==> config.mk <==
export PLATFORM = sky130hd
export DESIGN_NAME = loop_driver
export DESIGN_NICKNAME = d
export VERILOG_FILES = /design/src/rtl/loop_driver_pkg.sv /design/src/rtl/loop_driver_sat_counter.sv /design/src/rtl/loop_driver.sv
export SDC_FILE = /design/constraint.sdc
export NUM_CORES = 1
export LEC_CHECK = 0
export BUFFER_PORTS_ARGS = -buffer_cell sky130_fd_sc_hd__buf_2
export CAP_MARGIN = 25
export CORE_ASPECT_RATIO = 1.1
export CORE_MARGIN = 5
export CORE_UTILIZATION = 42
export CTS_CLUSTER_DIAMETER = 200
export DETAILED_ROUTE_END_ITERATION = 10
export MAX_ROUTING_LAYER = met4
export PLACE_DENSITY_LB_ADDON = 0.08
export SYNTH_ARGS = -nofsm -noshare
export SYNTH_HDL_FRONTEND = slang
export SYNTH_SLANG_ARGS = --single-unit
==> constraint.sdc <==
create_clock -name clk -period 1.2 [get_ports clk]
set_input_delay 0.12 -clock clk [delete_from_list [all_inputs] [get_ports clk]]
set_output_delay 0.12 -clock clk [all_outputs]
set_load 0.01 [all_outputs]
==> src/rtl/loop_driver_pkg.sv <==
// Shared types and constants for the loop_driver host sequencer.
// Holds the FSM state encoding and the watchdog limit helper.
package loop_pkg;

   typedef enum logic [1:0] {
      IDLE = 2'd0,
      RUN  = 2'd1,
      HOLD = 2'd2
   } state_t;

   localparam int DATA_W_DEF  = 16;
   localparam int N_TERMS_DEF = 4;

   // RUN cycle by which done must have arrived: 3 cycles per term plus slack
   function automatic int WD_LIMIT(input int n);
      return 3 * n + 6;
   endfunction

endpackage

==> src/rtl/loop_driver_sat_counter.sv <==
// Saturating up-counter with synchronous clear.
// Holds at LIMIT once reached; at_limit flags that value.
module sat_counter #(
   parameter int W     = 3,
   parameter int LIMIT = 4
) (
   input  logic         clk,
   input  logic         rst,
   input  logic         clr,
   input  logic         inc,
   output logic [W-1:0] count,
   output logic         at_limit
);

   localparam logic [W-1:0] LIM = W'(LIMIT);

   assign at_limit = (count == LIM);

   always_ff @(posedge clk or posedge rst) begin
      if (rst)
         count <= '0;
      else if (clr)
         count <= '0;
      else if (inc && !at_limit)
         count <= count + 1'b1;
   end

endmodule

==> src/rtl/loop_driver.sv <==
// Host-side sequencer for the iterative multiply/sum controller.
// Define LOOP_DRIVER_WATCHDOG_EN to abort jobs whose done never arrives.
module loop_driver
   import loop_pkg::*;
#(
   parameter int DATA_W  = DATA_W_DEF,
   parameter int N_TERMS = N_TERMS_DEF,
   parameter int CNT_W   = $clog2(N_TERMS + 1)
) (
   input  logic              clk,
   input  logic              rst,
   input  logic              in_valid,
   output logic              in_ready,
   input  logic [DATA_W-1:0] in_data,
   output logic [DATA_W-1:0] x_out,
   output logic              ctrl_rst,
   output logic              ctrl_s,
   input  logic              ctrl_read,
   input  logic              ctrl_sum,
   input  logic              ctrl_done,
   input  logic [DATA_W-1:0] res_in,
   output logic              out_valid,
   input  logic              out_ready,
   output logic [DATA_W-1:0] out_data,
   output logic              out_err,
   output logic              busy
);

   state_t           state;
   logic             in_run;
   logic             accept;
   logic             timeout;
   logic [CNT_W-1:0] iter_cnt;
   logic             iter_full;

   assign in_run = (state == RUN);
   assign accept = in_ready && in_valid;

   sat_counter #(
      .W     (CNT_W),
      .LIMIT (N_TERMS)
   ) u_iter (
      .clk      (clk),
      .rst      (rst),
      .clr      (accept),
      .inc      (in_run && ctrl_sum),
      .count    (iter_cnt),
      .at_limit (iter_full)
   );

   assign ctrl_s = in_run && iter_full;

   // read strobe and raw count are observed by the host only
   logic unused_sigs;
   assign unused_sigs = ^{ctrl_read, iter_cnt};

`ifdef LOOP_DRIVER_WATCHDOG_EN
   // count == c in RUN cycle c, so hitting LIMIT-1 lands HOLD on LIMIT
   localparam int WD_MAX = WD_LIMIT(N_TERMS) - 1;
   localparam int WD_W   = $clog2(WD_MAX + 1);

   logic [WD_W-1:0] wd_cnt;
   logic            wd_hit;

   sat_counter #(
      .W     (WD_W),
      .LIMIT (WD_MAX)
   ) u_wd (
      .clk      (clk),
      .rst      (rst),
      .clr      (!in_run),
      .inc      (in_run),
      .count    (wd_cnt),
      .at_limit (wd_hit)
   );

   logic unused_wd;
   assign unused_wd = ^wd_cnt;
   assign timeout   = in_run && wd_hit;
`else
   assign timeout = 1'b0;
`endif

   always_ff @(posedge clk or posedge rst) begin
      if (rst) begin
         state     <= IDLE;
         x_out     <= '0;
         out_data  <= '0;
         out_err   <= 1'b0;
         ctrl_rst  <= 1'b1;
         in_ready  <= 1'b1;
         out_valid <= 1'b0;
         busy      <= 1'b0;
      end else begin
         unique case (state)
            IDLE: begin
               if (in_valid) begin
                  x_out    <= in_data;
                  state    <= RUN;
                  ctrl_rst <= 1'b0;
                  in_ready <= 1'b0;
                  busy     <= 1'b1;
               end
            end
            RUN: begin
               if (ctrl_done || timeout) begin
                  out_data  <= ctrl_done ? res_in : '0;
                  out_err   <= !ctrl_done;
                  state     <= HOLD;
                  ctrl_rst  <= 1'b1;
                  out_valid <= 1'b1;
               end
            end
            HOLD: begin
               if (out_ready) begin
                  state     <= IDLE;
                  out_valid <= 1'b0;
                  out_err   <= 1'b0;
                  in_ready  <= 1'b1;
                  busy      <= 1'b0;
               end
            end
            default: begin
               state     <= IDLE;
               ctrl_rst  <= 1'b1;
               in_ready  <= 1'b1;
               out_valid <= 1'b0;
               busy      <= 1'b0;
            end
         endcase
      end
   end

endmodule
==> results.cfg <==
[run_status]
status = finished, violations left
violations = setup timing

[global_routing]
grt_usage = 0.142
gr-total-overflow = 0
grt_pass1_wl_um = 6110
grt_antenna_before_repair = 0
grt_start_max_net_pins = 39
grt_pass1_vias = 1397

[worst_setup_path]
critPathRequiredTime_ns = 1.08
cp_cell_sequence = buf_6, nand2b_4, nor2_2, buf_2
ff2ff_path_depth = 4
slowest_delay_ns = 0.39
critPathSlowestCell = dfrtp_1
critPathLaunchType = flip-flop
cp.arrival_ns = 1.20
setup.worst_path.class = flip-flop to output pin
end_kind = output pin
crit_fanout = 5

[layout]
drive_above_1_share = 0.656
final_common_cell = buf_2
final_cell_mix = 75 x buf_2, 40 x dfrtp_1, 20 x mux2_4
post-route-util = 0.645
fillers = 312
final_area_mm2 = 0.00257
finalNonFillerCells = 273
area_growth_pct = 47.1
layout.nets = 261
antenna_cells = 0

[placement]
port_buffers = 75
pre_cts_ws_ns = -0.0727
hpwl_um = 2800
dp_cells = 250
placed_cell_area_mm2 = 0.00223
gp_congestion = 0.833

[yosys]
yosysWarnings = 0
syn_area_mm2 = 0.00175
ys_seq_area_frac = 0.602
avgSynthCellArea_um2 = 14.5
syn-num-nets = 162
synth_cells = 121
synthDistinctLibCells = 28
synth-seq-cells = 42

[job]
maxCapViolCount = 0

[routing]
drt_iter0_markers = 36
vias_per_cell = 4.83
drt_wl_total_um = 4020
first_pass_iters = 3
wl_per_cell_um = 14.7
detail-route-antenna-nets = 0
num_vias = 1319
drc = 0

[timing]
fin_tns_setup_ns = -2.72
finalCriticalPeriod_ns = 1.32
finClkSkew_ns = 0.00768
hold_viol = 0
finalCritPeriodShare = 1.10
final.setup.worst_slack_ns = -0.120
rsz0062_at_grt = yes
max_slew.worst_pin.slew_ns = 0.238
max-slew-margin-rel = 0.841
setup_viol = 33
fmax_mhz = 758
drv_slew = 0

[cts]
cts_sinks = 42
cts_root_buf = clkbuf_8
cts_buffer_depth = 2
clk_pin_slew_ns = 0.08
cts_buffers = 5
cts_tree = done
clk_latency_ns = 0.29
h-tree-depth = 2

[worst_hold_path]
min_path_cells = 2
hold_class = primary input to flip-flop

[pwr]
power-per-cell-area_mw_per_mm2 = 2600
worst_ir_drop_vdd_uv = 1450
leakagePower_nw = 1.34

[floorplan]
rows = 24
ios = 77
initial_utilization = 0.438
die_w_um = 71.6
core_mm2 = 0.00399
dieArea_mm2 = 0.00556
die_h_um = 77.7
[final timing paths]
check | slack [ns] | endpoint | start
worst max-delay path | -0.12 | ctrl_s | state[1]
worst min-delay path | 0.04 | x_out[1] | in_data[1]
worst max register to register | -0.11 | out_data[2] | state[1]
worst min register to register | 0.48 | x_out[4] | x_out[4]
max in group asynchronous | 0.38 | in_ready | rst
min in group asynchronous | 0.29 | out_data[1] | rst
[sequential cells by signal (all words and copies together), names as in the netlist]
| signal | cells |
|---|---|
| u_iter.count | 3 |
| out_data | 16 |
| out_valid | 1 |
| state | 2 |
| out_err | 1 |
| x_out | 16 |
| busy | 1 |
| in_ready | 1 |
| ctrl_rst | 1 |
[final cells by class]
class	count	area, µm²	share of cell area
multi-input cells	72	741	0.288
clock inverters	1	8.76	0.00340
inverters	3	11.3	0.00437
flip-flops and latches	42	1050	0.409
clock buffers	7	86.3	0.0335
repair buffers	96	609	0.237
well taps	52	65.1	0.0253
[through the flow]
| stage | hold WS (ns) | total power [mW] |
|---|---|---|
| finish | 0.0375 | 6.69 |
| global route | 0.0289 | 7.11 |
| CTS | 0.0272 | 6.34 |
| detailed placement | 0.0465 | 5.07 |
| global placement | 0.0389 | 4.95 |
| floorplan | 0.209 | 4.08 |
[repair_timing]
action,in CTS,in global routing
hold buffers,1,0
setup endpoints to repair,35,35
gates cloned,0,2
pin swaps,2,3
setup buffers,6,6
gates resized for setup,13,18
endpoints found under the hold margin,4,0
[per-layer routing]
layer  share of wire  track usage  up-vias  routed length [µm]
met5               0            -        -                   0
met3           0.079       0.0491        8                 319
met4           0.015       0.0470        0                  59
met2            0.54        0.252       49                2180
li1                -            -      616                   -
met1            0.36        0.145      646                1460
[critical path, delay by kind of cell (launching register included)]
family	cells	cell delay [ns]
flip-flops	1	0.39
buffers and inverters	2	0.27
AND/OR/NAND/NOR	2	0.25
[cell usage after synthesis, drive strengths merged]
library cell | n | area, µm²
a21boi | 2 | 15.0
a21o | 1 | 7.51
a21oi | 2 | 10.0
and2 | 1 | 6.26
and3 | 2 | 12.5
and3b | 1 | 8.76
buf | 4 | 41.3
dfrtp | 40 | 1000
dfstp | 2 | 52.6
ha | 2 | 25.0
inv | 3 | 11.3
mux2 | 32 | 390
nand2 | 6 | 22.5
nand2b | 2 | 12.5
nand3 | 2 | 10.0
nand3b | 3 | 35.0
nand4b | 1 | 8.76
nor2 | 7 | 33.8
nor2b | 1 | 6.26
nor3 | 1 | 5.00
o21ai | 4 | 20.0
o22a | 1 | 8.76
o22ai | 1 | 6.26
[logic make-up after synthesis]
family	count (synthesis)	synth area share
compound gates	11	0.0386
fa+ha+maj	2	0.0143
buf+inv	7	0.0300
flops	42	0.602
mux	32	0.223
simple gates	27	0.0922
[power breakdown]
part,switching [mW],internal [mW],leakage [nW],total [mW]
Sequential,0.366,2.12,0.497,2.48
Combinational,1.35,1.90,0.798,3.26
Clock,0.473,0.475,0.0489,0.948
Total,2.19,4.49,1.34,6.69
No activity file was read; power rests on OpenSTA's default activity.
